## src/rtl/phase_sequencer_pkg.sv

```systemverilog
// Shared types for the intersection phase sequencer: traffic modes, FSM states,
// approach indices and the lane-bit / lane-count layout helpers.
package phase_sequencer_pkg;

    localparam int unsigned NUM_APPROACH = 4;
    localparam int unsigned LANE_W       = 8;

    typedef enum logic [1:0] {
        MODE_DAY   = 2'b00,
        MODE_NIGHT = 2'b01,
        MODE_PED   = 2'b10,
        MODE_EMG   = 2'b11
    } mode_t;

    typedef enum logic [2:0] {
        ST_START,
        ST_GREEN,
        ST_CLEAR,
        ST_PED,
        ST_EMG
    } state_t;

    typedef enum logic [1:0] {
        AP_N = 2'd0,
        AP_E = 2'd1,
        AP_S = 2'd2,
        AP_W = 2'd3
    } approach_t;

    // Lane bit 7..0 = N1,N2,E1,E2,S1,S2,W1,W2, so each approach owns a bit pair.
    function automatic approach_t lane_approach(input int unsigned bit_idx);
        return approach_t'(2'(3 - bit_idx / 2));
    endfunction

    function automatic logic [7:0] approach_mask(input approach_t ap);
        return 8'hC0 >> {ap, 1'b0};
    endfunction

    // The two lane counts of an approach form one contiguous 16-bit field.
    function automatic logic approach_busy(input approach_t ap, input logic [8*LANE_W-1:0] lanes);
        return |lanes[(3 - int'(ap)) * (2 * LANE_W) +: 2 * LANE_W];
    endfunction

    function automatic logic fits(input int unsigned value, input int unsigned width);
        return (value >> width) == 0;
    endfunction

endpackage

```

## src/rtl/phase_sequencer_if.sv

```systemverilog
// Countdown-timer link: the sequencer strobes loadEn/loadIn, the timer answers isZero.
interface phase_sequencer_if #(
    parameter int unsigned CNT_W = 7
);
    logic             loadEn;
    logic [CNT_W-1:0] loadIn;
    logic             isZero;

    modport master (output loadEn, output loadIn, input isZero);
    modport slave  (input loadEn, input loadIn, output isZero);
endinterface

```

## src/rtl/phase_sequencer_approach_picker.sv

```systemverilog
// Combinational choice of the next approach to green and of the emergency target.
module approach_picker
    import phase_sequencer_pkg::*;
(
    input  approach_t   ptr,
    input  logic [63:0] lanes,
    input  logic        night,
    input  logic        emg_signal,
    input  logic [7:0]  emg_lane,
    output approach_t   next_ap,
    output approach_t   emg_target,
    output logic        emg_valid
);

    logic      found;
    logic [1:0] step;
    approach_t cand;

    // Night scan visits ptr+1..ptr+4; the last candidate is ptr itself, which
    // also covers the all-empty case by re-granting the current approach.
    always_comb begin
        found   = 1'b0;
        step    = 2'(ptr) + 2'd1;
        cand    = approach_t'(step);
        next_ap = cand;
        if (night) begin
            next_ap = ptr;
            for (int unsigned k = 1; k <= NUM_APPROACH; k++) begin
                step = 2'(ptr) + 2'(k);
                cand = approach_t'(step);
                if (!found && approach_busy(cand, lanes)) begin
                    next_ap = cand;
                    found   = 1'b1;
                end
            end
        end
    end

    always_comb begin
        emg_target = AP_N;
        for (int unsigned i = 0; i < 8; i++) begin
            if (emg_lane[i]) begin
                emg_target = lane_approach(i);
            end
        end
        emg_valid = emg_signal & (|emg_lane);
    end

endmodule

```

## src/rtl/phase_sequencer.sv

```systemverilog
// Intersection phase controller: one approach green at a time, emergency > pedestrian >
// rotation, with every state timed through the shared countdown timer.
module phase_sequencer
    import phase_sequencer_pkg::*;
#(
    parameter int unsigned CNT_W       = 7,
    parameter int unsigned DAY_GREEN   = 20,
    parameter int unsigned NIGHT_GREEN = 10,
    parameter int unsigned EMG_GREEN   = 30,
    parameter int unsigned PED_WALK    = 15,
    parameter int unsigned CLEAR_TIME  = 3
) (
    input  logic                 clk,
    input  logic                 rst,
    input  logic                 dayNightSignal,
    input  logic                 pedSignal,
    input  logic                 emgSignal,
    input  logic [7:0]           emgLane,
    input  logic [63:0]          lanes,
    phase_sequencer_if.master    timer,
    output logic [1:0]           trafficMode,
    output logic [7:0]           dayTimeLightOutput,
    output logic [7:0]           walkingLightOutput
);

    if (!(fits(DAY_GREEN, CNT_W) && fits(NIGHT_GREEN, CNT_W) && fits(EMG_GREEN, CNT_W) &&
          fits(PED_WALK, CNT_W) && fits(CLEAR_TIME, CNT_W))) begin : g_bad_time
        $error("phase_sequencer: a time parameter is wider than CNT_W");
    end

    localparam logic [CNT_W-1:0] T_DAY   = CNT_W'(DAY_GREEN);
    localparam logic [CNT_W-1:0] T_NIGHT = CNT_W'(NIGHT_GREEN);
    localparam logic [CNT_W-1:0] T_EMG   = CNT_W'(EMG_GREEN);
    localparam logic [CNT_W-1:0] T_PED   = CNT_W'(PED_WALK);
    localparam logic [CNT_W-1:0] T_CLEAR = CNT_W'(CLEAR_TIME);

    state_t    state;
    state_t    go_state;
    approach_t ptr;
    approach_t emg_ap;
    approach_t go_ap;
    approach_t next_ap;
    approach_t emg_target;
    logic      emg_valid;
    logic      armed;
    logic      ped_pending;
    logic      expired;
    logic      go;

    logic [CNT_W-1:0] go_time;
    logic [1:0]       go_mode;
    logic [7:0]       go_cars;
    logic [7:0]       go_walk;

    approach_picker u_picker (
        .ptr        (ptr),
        .lanes      (lanes),
        .night      (~dayNightSignal),
        .emg_signal (emgSignal),
        .emg_lane   (emgLane),
        .next_ap    (next_ap),
        .emg_target (emg_target),
        .emg_valid  (emg_valid)
    );

    // isZero still reflects the previous load during the loadEn cycle.
    assign expired = armed & ~timer.loadEn & timer.isZero;

    // go marks a state entry (including an EMG reload); go_state/go_ap say which.
    always_comb begin
        go       = 1'b0;
        go_state = ST_CLEAR;
        go_ap    = ptr;
        case (state)
            ST_START: go = 1'b1;
            ST_CLEAR: begin
                if (expired) begin
                    go = 1'b1;
                    if (emg_valid) begin
                        go_state = ST_EMG;
                        go_ap    = emg_target;
                    end else if (ped_pending) begin
                        go_state = ST_PED;
                    end else begin
                        go_state = ST_GREEN;
                        go_ap    = next_ap;
                    end
                end
            end
            ST_GREEN: begin
                if (emg_valid) begin
                    go = 1'b1;
                    if (emg_target == ptr) begin
                        go_state = ST_EMG;
                        go_ap    = emg_target;
                    end
                end else if (expired) begin
                    go = 1'b1;
                end
            end
            ST_PED: go = emg_valid | expired;
            ST_EMG: begin
                if (emg_valid && emg_target != emg_ap) begin
                    go = 1'b1;
                end else if (expired) begin
                    go = 1'b1;
                    if (emg_valid) begin
                        go_state = ST_EMG;
                        go_ap    = emg_ap;
                    end
                end
            end
            default: go = 1'b1;
        endcase
    end

    // Clearance keeps the mode of the phase it follows.
    always_comb begin
        go_time = T_CLEAR;
        go_mode = trafficMode;
        go_cars = '0;
        go_walk = '0;
        case (go_state)
            ST_GREEN: begin
                go_time = dayNightSignal ? T_DAY : T_NIGHT;
                go_mode = dayNightSignal ? MODE_DAY : MODE_NIGHT;
                go_cars = approach_mask(go_ap);
            end
            ST_PED: begin
                go_time = T_PED;
                go_mode = MODE_PED;
                go_walk = '1;
            end
            ST_EMG: begin
                go_time = T_EMG;
                go_mode = MODE_EMG;
                go_cars = approach_mask(go_ap);
            end
            default: ;
        endcase
    end

    always_ff @(posedge clk or posedge rst) begin
        if (rst) begin
            state              <= ST_START;
            ptr                <= AP_W;
            emg_ap             <= AP_N;
            armed              <= 1'b0;
            ped_pending        <= 1'b0;
            timer.loadEn       <= 1'b0;
            timer.loadIn       <= '0;
            trafficMode        <= '0;
            dayTimeLightOutput <= '0;
            walkingLightOutput <= '0;
        end else begin
            timer.loadEn <= go;
            if (go) begin
                state              <= go_state;
                armed              <= 1'b0;
                timer.loadIn       <= go_time;
                trafficMode        <= go_mode;
                dayTimeLightOutput <= go_cars;
                walkingLightOutput <= go_walk;
                if (go_state == ST_GREEN || go_state == ST_EMG) begin
                    ptr <= go_ap;
                end
                if (go_state == ST_EMG) begin
                    emg_ap <= go_ap;
                end
            end else if (timer.loadEn) begin
                armed <= 1'b1;
            end
            ped_pending <= (go && go_state == ST_PED) ? pedSignal : (ped_pending | pedSignal);
        end
    end

endmodule

```

## src/flat_wrapper.sv

```systemverilog
// flat-port wrapper written by rule: the top's interface ports become plain ports
module phase_sequencer_flat import phase_sequencer_pkg::*;
#(
    parameter int unsigned CNT_W       = 7,
    parameter int unsigned DAY_GREEN   = 20,
    parameter int unsigned NIGHT_GREEN = 10,
    parameter int unsigned EMG_GREEN   = 30,
    parameter int unsigned PED_WALK    = 15,
    parameter int unsigned CLEAR_TIME  = 3
)
  (clk, rst, dayNightSignal, pedSignal, emgSignal, emgLane, lanes, trafficMode, dayTimeLightOutput, walkingLightOutput, timer_loadEn, timer_loadIn, timer_isZero);
  phase_sequencer_if #(.CNT_W(CNT_W)) timer_i ();
  input  logic clk;
  input  logic rst;
  input  logic dayNightSignal;
  input  logic pedSignal;
  input  logic emgSignal;
  input  logic [7:0] emgLane;
  input  logic [63:0] lanes;
  output logic [1:0] trafficMode;
  output logic [7:0] dayTimeLightOutput;
  output logic [7:0] walkingLightOutput;
  output wire logic [$bits(timer_i.loadEn)-1:0] timer_loadEn;
  output wire logic [$bits(timer_i.loadIn)-1:0] timer_loadIn;
  input wire logic [$bits(timer_i.isZero)-1:0] timer_isZero;
  assign timer_loadEn = timer_i.loadEn;
  assign timer_loadIn = timer_i.loadIn;
  assign timer_i.isZero = timer_isZero;
  phase_sequencer #(.CNT_W(CNT_W), .DAY_GREEN(DAY_GREEN), .NIGHT_GREEN(NIGHT_GREEN), .EMG_GREEN(EMG_GREEN), .PED_WALK(PED_WALK), .CLEAR_TIME(CLEAR_TIME)) u_core (.clk(clk), .rst(rst), .dayNightSignal(dayNightSignal), .pedSignal(pedSignal), .emgSignal(emgSignal), .emgLane(emgLane), .lanes(lanes), .timer(timer_i), .trafficMode(trafficMode), .dayTimeLightOutput(dayTimeLightOutput), .walkingLightOutput(walkingLightOutput));
endmodule
```

## config.mk

```make
export PLATFORM = sky130hd
export DESIGN_NAME = phase_sequencer_flat
export DESIGN_NICKNAME = d
export VERILOG_FILES = /design/src/rtl/phase_sequencer_pkg.sv /design/src/rtl/phase_sequencer_if.sv /design/src/rtl/phase_sequencer_approach_picker.sv /design/src/rtl/phase_sequencer.sv /design/src/flat_wrapper.sv
export SDC_FILE = /design/constraint.sdc
export NUM_CORES = 1
export LEC_CHECK = 0
export BUFFER_PORTS_ARGS = -buffer_cell sky130_fd_sc_hd__buf_2
export CAP_MARGIN = 5
export CORE_UTILIZATION = 46
export DETAILED_ROUTE_END_ITERATION = 7
export PLACE_DENSITY = 0.94
export RECOVER_POWER = 25
export SYNTH_ARGS = -nofsm -noshare
export SYNTH_HDL_FRONTEND = slang
export SYNTH_SLANG_ARGS = --single-unit
```

## constraint.sdc

```tcl
create_clock -name clk -period 5.05 [get_ports clk]
set_input_delay 0.7575 -clock clk [delete_from_list [all_inputs] [get_ports clk]]
set_output_delay 0.7575 -clock clk [all_outputs]
set_load 0.01 [all_outputs]
```

==> key figures, run 1 <==
Yosys
  • Netlist cell types: between 50 and 60
  • Synth top area cells: dfrtp_1 (30%), nor4_1 (6.7%), buf_4 (5.8%), nor2_1 (4.9%), dfstp_2 (3.1%)
  • Top-count cell post-synth: nor2_1
  • FF+latch count, synth: 22
  • Synth top area share: between 20 and 30%
  • Async set or reset register ratio after synthesis: between 90% and 100%
  • Post-synth top cells: nor2_1 (22), dfrtp_1 (20), nor4_1 (18), nand2_1 (14), buf_4 (13)
  • EDFF count, synth: 0
  • Post-synthesis area per instance: approximately 8.4 um2
  • Area of the mapped netlist: ~0.0017 mm2
  • Primary FF master, synth: dfrtp_1
  • Cells after synthesis: around 200
  • Yosys warning total: 0
  • Cell taking the most area after synthesis: dfrtp_1
  • Register area share after synthesis: approximately 33%

Worst setup path
  • Crit start category: input port
  • CP Buf/Inv Count: 2
  • Depth of the most critical reg-to-reg path: 7
  • FF-to-FF End: u_core.emg_ap[0]$_DFFE_PP0P_
  • Critical path type: input port to flip-flop
  • Max FO, Critical Path: 6
  • Reg-to-reg critical path startpoint: u_core.emg_ap[0]$_DFFE_PP0P_
  • Slowest CP cell: or4_1
  • CP Cell Sequence: buf_2, or4_1, o21ai_0, or4_2, a21o_2, o31ai_2, mux2i_1, and2_4, inv_2, mux2_2
  • CP required: ~5.3 ns
  • Critical Path Max Stage Delay: approximately 0.63 ns
  • CP top delay family: simple AND/OR/NAND/NOR gates
  • Crit path DAT: approximately 3.2 ns
  • R2R setup slack: ~2.6 ns
  • Critical Path End Type: flip-flop

Finish
  • Layout net count: around 360
  • Antenna Cells: 0
  • Filler Cells Inserted: 285
  • Finished Layout Cells: 330
  • Fraction of final layout cells sized beyond drive strength 1: ~44%
  • Area delta synth->final: 28.4%

Floorplan
  • Die ar.: 0.00388 mm2
  • Die X: a little over 60 um
  • Initial core utilization: about half
  • Io pins: 104
  • Core Rows: 21
  • Die height: 62.3 um
  • Core Region: around 0.0034 mm2

Place
  • Placed insts: about 330
  • Place WS: 1.88 ns
  • Final GP Congestion: a little under 1
  • PortBufs: ~100
  • Dpl hpwl: roughly 3700 um

Routing
  • DRC Markers: 0
  • Vias per cell: ~6
  • Drt initial violations: 97
  • TritonRoute pass-1 iters: 5
  • Via Count: between 1,500 and 2,000
  • WL per Instance: 14.4 um
  • Routed met1 length: between 1500 and 2000 um
  • Post-route ant nets: 0
  • DR WL met2: roughly 2400 um
  • WL final: roughly 4700 um
  • Top sig layer: met4
  • DR WL met3: 456 um

Clocking
  • CTS tree: built
  • Postcts setup bufs: 0
  • Total CTS buffers: 3
  • Clock tree buffer depth: 2
  • H-tree depth: 1
  • CTS clk-pin slew, worst paths: around 0.13 ns
  • CTS Sinks: 22
  • Root buf cell: clkbuf_4
  • Hold buffer count at cts: 0
  • Skew-Pair Late Insertion Delay: about 0.31 ns
  • Post_cts resized: 0

Pwr
  • Net Sw Frac: 46.2%
  • Switching pwr: a little over 0.5 mW
  • Comb power frac: 54.8%
  • Internal Pwr Total: just under 0.6 mW
  • Peak supply drop: ~0.00032 V
  • Clk pwr share: about an eighth
  • Sequential power share: 32.7%
  • Pwr per Cell Area: between 500 and 600 mW/mm2
  • Static leakage: 1.05 nW

STA
  • Slew headroom: about 47%
  • Period utilisation layout: between 50 and 60%
  • Slew @ Worst Pin: 0.798 ns
  • Max-slew violations: 0
  • Fmax: 341 MHz
  • Final setup fails: 0
  • Post-Route Setup TNS: 0 ns
  • Final hold vios: 0
  • Setup ws final: around 2.1 ns
  • Clk_skew: between 0.002 and 0.0025 ns
  • RSZ-0062 raised after global routing: no
  • Min Tclk post-route: 2.93 ns

GRT
  • GR Util All Layers: between 20% and 30%
  • Total global routing overflow: 0
  • Number of global-route vias before repair: 1,886
  • First-pass GRT wire length: 7940 um
  • Largest net degree at the start of global routing: 23
  • Initial antenna violation count: 0

Worst hold path
  • Hold EP: u_core.timer.loadIn[0]$_DFFE_PP0N_
  • Hold wc startpoint: u_core.timer.loadIn[0]$_DFFE_PP0N_
  • Hold Path Depth: 2
  • Worst min path class: flip-flop to flip-flop

Run status
  • Status: finished clean

Flow run
  • Max-Cap Viols: 0
cells in the final DEF (no fill, tap or decap), drive strengths merged, types with 3 or more instances in the layout:
cell type    n
nand4        3
or4          4
dfrtp       20
nand3        8
nor4        18
a21oi        9
o21a         4
clkbuf       3
nor3         6
buf        101
nor2        22
and2         3
inv          7
o31ai        5
nand2       14
a21o         5
o21ai        7
nor3b        3
metal layers:
layer | global-route usage, % | vias up
li1 | - | 911
met2 | 45.1 | 122
met1 | 27.6 | 875
met4 | 13.4 | 0
met5 | 0 | -
met3 | 4.96 | 18
metrics by stage:
step           util (%)  total power, mW  instance area (um2)  hold slack [ns]
6_report           62.8             1.10                 2150            0.515
5_1_grt            62.8             1.18                 2150            0.531
4_1_cts            62.8             1.09                 2150            0.523
3_5_place_dp       61.3            0.956                 2090            0.494
3_3_place_gp       61.3            0.930                 2090            0.474
2_1_floorplan         -            0.808                 1680            0.503
power by group through the flow:
stage / sequential (mW) / combinational, mW / clock, mW
2_1_floorplan: 0.340 / 0.468 / 0
3_3_place_gp: 0.357 / 0.573 / 0
3_5_place_dp: 0.360 / 0.595 / 0
4_1_cts: 0.358 / 0.599 / 0.137
5_1_grt: 0.374 / 0.662 / 0.143
6_report: 0.360 / 0.603 / 0.137
registers in the layout (all words and copies together) (netlist names):
signal                     cells
u_core.state                   3
u_core.ptr                     2
u_core.trafficMode             2
u_core.emg_ap                  2
u_core.timer.loadEn            1
u_core.armed                   1
u_core.walkingLightOutput      1
u_core.ped_pending             1
u_core.dayTimeLightOutput      4
u_core.timer.loadIn            5
cells by family after synthesis:
group	synth area share [%]
AO/OA/AOI/OAI	23.0
XOR/XNOR	0.524
buffers and inverters	10.3
flip-flops	33.1
multiplexers	2.54
other	0.224
AND/OR/NAND/NOR	30.4
tightest hold or removal path, cell delays in order (launching register included):
cell and delay, ns:
dfrtp_1 0.36, nor2_1 0.05, nor2_1 0.08
area by class of cell:
| class | instances | area [um2] | area share, % |
|---|---|---|---|
| multi-input cells | 150 | 951 | 44.3 |
| clock buffers | 3 | 22.5 | 1.05 |
| repair buffers | 101 | 505 | 23.6 |
| clock inverters | 1 | 30.0 | 1.40 |
| inverters | 7 | 26.3 | 1.22 |
| well taps | 46 | 57.6 | 2.68 |
| flip-flops and latches | 22 | 553 | 25.8 |
how the worst max path moves through the flow:
stage | start | cells past startpoint | endpoint
final | emgLane[3] | 10 | u_core.emg_ap[0]$_DFFE_PP0P_
after global routing | emgLane[3] | 10 | u_core.emg_ap[0]$_DFFE_PP0P_
after CTS | emgLane[3] | 10 | u_core.emg_ap[0]$_DFFE_PP0P_
after floorplan | emgLane[5] | 9 | u_core.dayTimeLightOutput[3]$_DFFE_PP0N_
after global placement | emgLane[5] | 10 | u_core.emg_ap[0]$_DFFE_PP0P_
after detailed placement | emgLane[3] | 10 | u_core.emg_ap[0]$_DFFE_PP0P_
No activity file was read; power rests on OpenSTA's default activity.
==> run 2: changes to the inputs <==
Settings changed: CORE_UTILIZATION 46 to 39, PLACE_DENSITY 0.94 to 0.86.
Clock period 5.05 ns to 2.3 ns, I/O delays scaled along.
==> run 2 against run 1 <==
Compared with the run above: the flow now finishes with violations (setup timing); sequential share of layout area is 3.8 points lower; non-clock buffer count is 37 higher; global-route usage fell by 1.6 points; via count rose by 4.7%; critical endpoint unchanged; flip-flop and latch count unchanged; count of clock-buffer cells in the layout increased by 1; design area grew 18%; worst hold slack lost 0.30 ns.
==> key figures, run 2 (synthesized netlist as in run 1, its figures left out) <==
Finish
  • Most frequent cells in the layout: buf_2 (100), buf_4 (37), nor2_1 (22), dfrtp_1 (19), nor4_1 (18)
  • Max reg flops: 5
  • Commonest non-fill, non-tap cell in the layout: buf_2
  • Layout net count: 400
  • Antenna Cells: 0
  • Fraction of final layout cells sized beyond drive strength 1: a little over half
  • Area delta synth->final: 51.2%
  • Biggest regs: u_core.timer.loadIn: 5 flops, u_core.dayTimeLightOutput: 4 flops, u_core.state: 3 flops
  • Biggest register: u_core.timer.loadIn

GRT
  • Number of global-route vias before repair: roughly 1,900
  • Total global routing overflow: 0
  • First-pass GRT wire length: around 8100 um
  • Largest net degree at the start of global routing: 23
  • GR Util All Layers: roughly a quarter
  • Initial antenna violation count: 0

Routing
  • TritonRoute pass-1 iters: 4
  • WL per Instance: 14.0 um
  • Drt initial violations: approximately 100
  • WL final: roughly 5200 um
  • Post-route ant nets: 0
  • Vias per cell: ~5.4
  • Via Count: around 2,000
  • DRC Markers: 0

Worst setup path
  • CP top delay family: simple AND/OR/NAND/NOR gates
  • Critical path type: input port to flip-flop
  • Crit start category: input port
  • Max FO, Critical Path: 5
  • CP required: ~2.5 ns
  • Critical Path End Type: flip-flop
  • CP Cell Sequence: buf_6, or4_4, nor3_4, o31ai_4, a21oi_4, a221oi_2, a221oi_1, and2_4, inv_4, mux2_4
  • CP Buf/Inv Count: 2
  • Crit path DAT: 2.48 ns
  • Critical Path Max Stage Delay: roughly 0.57 ns
  • R2R setup slack: 0.06 ns
  • Slowest CP cell: or4_4

Place
  • PortBufs: 101
  • Final GP Congestion: ~1
  • Place WS: -0.283 ns
  • Dpl hpwl: 4160 um

Clocking
  • H-tree depth: 1
  • Clock tree buffer depth: 2
  • CTS tree: built
  • Skew-Pair Late Insertion Delay: around 0.27 ns
  • Root buf cell: clkbuf_8
  • CTS clk-pin slew, worst paths: about 0.080 ns
  • Hold buffer count at cts: 0
  • Total CTS buffers: 3
  • CTS Sinks: 22

STA
  • Period utilisation layout: 101%
  • Max-slew violations: 0
  • Final setup fails: 1
  • Slew headroom: a little under half
  • Slew @ Worst Pin: 0.798 ns
  • Hold WS: around 0.21 ns
  • Fmax: between 400 and 500 MHz
  • Clk_skew: 0.00874 ns
  • RSZ-0062 raised after global routing: yes
  • Setup ws final: -0.0140 ns
  • Final hold vios: 0
  • Min Tclk post-route: 2.31 ns

Floorplan
  • Io pins: 104
  • Die X: 67.5 um
  • Initial core utilization: between 40% and 50%
  • Core Region: slightly above 0.004 mm2
  • Die height: about 67 um
  • Core Rows: 23
  • Die ar.: about 0.0046 mm2

Pwr
  • Peak supply drop: between 0.0006 and 0.0007 V
  • Pwr per Cell Area: about 1100 mW/mm2
  • Static leakage: roughly 1.2 nW

Worst hold path
  • Worst min path class: input port to async pin

Run status
  • Status: finished with violations
  • Failing checks: setup timing

Flow run
  • Max-Cap Viols: 0
==> run 2: cell count changes in the layout (fill, tap and decap cells not counted), moves of 2 or more <==
cell      change
buf_4        +37
clkbuf_8      +4
clkbuf_4      -3
a21oi_1       -2
or4_1         -2
or4_4         +2
==> run 2: through the flow <==
stage	total power [mW]	instances	setup TNS (ns)	cell area (um2)	utilization [%]
finish	2.83	371	-0.0140	2530	62.3
global placement	2.34	363	-1.84	2360	58.2
global route	3.07	371	-0.138	2530	62.3
CTS	2.70	367	-0.00154	2430	59.8
detailed placement	2.39	363	-2.65	2360	58.2
floorplan	1.79	199	-0.234	1690	-
==> run 2: layer usage <==
layer	vias up	share of wire, %	track usage, %
li1	982	-	-
met1	936	40	27.6
met2	91	53	42.6
met3	7	6.7	5.24
met4	0	0.92	5.32
met5	-	0	0
==> run 2: path summary, 6_finish.rpt <==
path	startpoint	endpoint	cells past startpoint
max in group asynchronous	rst	u_core.emg_ap[0]$_DFFE_PP0P_	2
min in group clk	pedSignal	u_core.ped_pending$_DFF_PP0_	2
setup reg to reg	u_core.emg_ap[0]$_DFFE_PP0P_	u_core.dayTimeLightOutput[3]$_DFFE_PP0N_	9
setup / recovery	emgLane[3]	u_core.emg_ap[0]$_DFFE_PP0P_	10
hold reg to reg	u_core.trafficMode[1]$_DFFE_PP0P_	u_core.trafficMode[1]$_DFFE_PP0P_	2
hold / removal	rst	u_core.walkingLightOutput[6]$_DFFE_PP0N_	2
==> run 2: area by class of cell <==
class                   instances  area [um2]
repair buffers                138         790
clock buffers                   4        55.1
fillers                       353        1530
flip-flops and latches         22         554
well taps                      50        62.6
inverters                       7        28.8
multi-input cells             150        1040
==> run 2: timing repair <==
item	CTS	global route
gates resized for setup	3	13
pin swaps	0	5
buffers inserted	0	4
endpoints found under the setup margin	3	16
==> run 2: report_power, final <==
| group | switching (mW) | total [mW] | internal (mW) |
|---|---|---|---|
| sequential | 0.146 | 0.723 | 0.577 |
| clock | 0.126 | 0.279 | 0.153 |
| combinational | 0.973 | 1.83 | 0.856 |
==> run 3: changes to the inputs <==
Settings changed: CELL_PAD_IN_SITES_DETAIL_PLACEMENT from default to 1, CELL_PAD_IN_SITES_GLOBAL_PLACEMENT from default to 2, CORE_UTILIZATION 39 to 20, PLACE_DENSITY 0.86 to 0.84, SETUP_SLACK_MARGIN from default to 0.4.
==> run 3 against run 2 <==
Compared with the run above: the flow now finishes without violations; register-to-register slack better by 0.09 ns; critical path type unchanged; global-route usage down 8.6 points; sequential share of layout area down 3.3 points.
==> key figures, run 3 (synthesized netlist as in run 1, its figures left out) <==
Run status
  • Status: finished clean

Worst hold path
  • Worst min path class: input port to async pin

Clocking
  • CTS Sinks: 22
  • CTS tree: built
  • Total CTS buffers: 3
  • H-tree depth: 1
  • Clock tree buffer depth: 2
  • CTS clk-pin slew, worst paths: approximately 0.08 ns
  • Skew-Pair Late Insertion Delay: about 0.26 ns
  • Root buf cell: clkbuf_8

Worst setup path
  • CP Launch Point: emgLane[3]
  • Worst Setup EP: u_core.emg_ap[1]$_DFFE_PP0P_
  • Reg-to-reg critical path startpoint: u_core.emg_ap[0]$_DFFE_PP0P_
  • FF-to-FF End: u_core.dayTimeLightOutput[6]$_DFFE_PP0N_
  • Max FO, Critical Path: 6
  • R2R setup slack: around 0.15 ns
  • Critical path type: input port to flip-flop
  • Depth of the most critical reg-to-reg path: 9
  • Critical Path End Type: flip-flop
  • CP required: about 2.5 ns
  • Crit start category: input port
  • Crit path DAT: ~2.4 ns

Routing
  • Vias per cell: approximately 4.8
  • WL per Instance: 15.2 um
  • Post-route ant nets: 0
  • TritonRoute pass-1 iters: 4
  • DRC Markers: 0
  • WL final: 6640 um
  • Via Count: approximately 2,100
  • Drt initial violations: 94

Finish
  • Antenna Cells: 0
  • Area delta synth->final: 78.1%
  • Finished Layout Cells: 437
  • Area of the multi-input gates: 0.00123 mm2
  • Layout net count: between 400 and 500
  • Filler Cells Inserted: about 950
  • Fraction of final layout cells sized beyond drive strength 1: between 60% and 70%
  • Commonest non-fill, non-tap cell in the layout: buf_2
  • Most frequent cells in the layout: buf_2 (97), buf_4 (35), nor2_1 (20), buf_6 (20), dfrtp_1 (18)
  • Storage element area: 556 um2
  • Biggest register: u_core.timer.loadIn
  • Max reg flops: 5
  • Biggest regs: u_core.timer.loadIn: 5 flops, u_core.dayTimeLightOutput: 4 flops, u_core.state: 3 flops

Pwr
  • Static leakage: 1.39 nW
  • Peak supply drop: roughly 0.00039 V
  • Pwr per Cell Area: ~1200 mW/mm2

GRT
  • Total global routing overflow: 0
  • Number of global-route vias before repair: about 2,200
  • Initial antenna violation count: 0
  • Largest net degree at the start of global routing: 23
  • GR Util All Layers: 14.8%
  • First-pass GRT wire length: approximately 10,000 um

Floorplan
  • Initial core utilization: about a fifth
  • Core Region: roughly 0.0079 mm2
  • Io pins: between 100 and 150
  • Die height: between 90 and 100 um
  • Die X: 93.4 um
  • Die ar.: 0.00873 mm2
  • Core Rows: 32

Place
  • Place WS: -0.303 ns
  • Dpl hpwl: a little over 5000 um
  • Placed insts: 420
  • Final GP Congestion: 0.837
  • PortBufs: roughly 100

STA
  • Slew headroom: between 40% and 50%
  • Slew @ Worst Pin: 0.831 ns
  • Final hold vios: 0
  • Period utilisation layout: just under 100%
  • Max-slew violations: 0
  • Hold WS: between 0.2 and 0.25 ns
  • Fmax: 452 MHz
  • RSZ-0062 raised after global routing: yes
  • Clk_skew: about 0.0043 ns
  • Final setup fails: 0
  • Post-Route Setup TNS: 0 ns
  • Setup ws final: 0.0855 ns
  • Min Tclk post-route: 2.21 ns

Flow run
  • Max-Cap Viols: 0
## run 3: changes by cell type in the layout (fill, tap and decap cells not counted), sizes merged
cell and change:
buf +14
## run 3: worst min path at each step
stage | start | endpoint | slack, ns | cells after the start
finish | rst | u_core.trafficMode[1]$_DFFE_PP0P_ | 0.24 | 2
global route | pedSignal | u_core.ped_pending$_DFF_PP0_ | 0.27 | 2
CTS | rst | u_core.trafficMode[1]$_DFFE_PP0P_ | 0.26 | 2
detailed placement | u_core.timer.loadIn[3]$_DFFE_PP0N_ | u_core.timer.loadIn[3]$_DFFE_PP0N_ | 0.49 | 2
global placement | u_core.timer.loadIn[1]$_DFFE_PP0N_ | u_core.timer.loadIn[1]$_DFFE_PP0N_ | 0.48 | 1
floorplan | rst | u_core.armed$_DFFE_PP0P_ | 0.33 | 1
## run 3: worst max-delay path, stage by stage
cell	delay (ns)
buf_6	0.09
or4_4	0.57
buf_6	0.15
o211ai_1	0.18
buf_4	0.16
a21oi_4	0.05
a41oi_2	0.22
a2bb2oi_2	0.19
a32oi_4	0.10
mux2_4	0.30
## run 3: cell type report
cell class	instances	share of cell area [%]
flip-flops and latches	22	18.7
repair buffers	152	32.7
clock buffers	4	1.85
multi-input cells	150	41.4
inverters	7	1.13
well taps	102	4.29
## run 3: layer usage
| metal | global-route usage, % | vias to the layer above | wire length (um) |
|---|---|---|---|
| met1 | 17.5 | 1022 | 2650 |
| li1 | - | 1005 | - |
| met4 | 2.56 | 0 | 29 |
| met5 | 0 | - | 0 |
| met2 | 27.8 | 51 | 3670 |
| met3 | 2.68 | 4 | 285 |
## run 3: repair_timing
item	4_1_cts	5_1_grt
gates resized for setup	40	44
setup endpoints to repair	21	21
pin swaps	14	22
setup buffers	6	7
hold endpoints to repair	0	0
hold buffers	0	0
## run 3: through the flow
stage                     power, mW  utilization, %  instance area (um2)
after floorplan                1.80               -                 1700
after global placement         2.49            31.3                 2470
after detailed placement       2.54            31.3                 2470
after CTS                      3.17            34.9                 2750
after global routing           3.86            37.7                 2980
final                          3.61            37.7                 2980
## run 3: where the power goes
group	internal [mW]	leakage (nW)	total, mW	switching [mW]
sequential	0.579	0.262	0.742	0.164
clock	0.152	0.0288	0.272	0.119
combinational	1.32	1.10	2.59	1.27
total	2.05	1.39	3.61	1.56
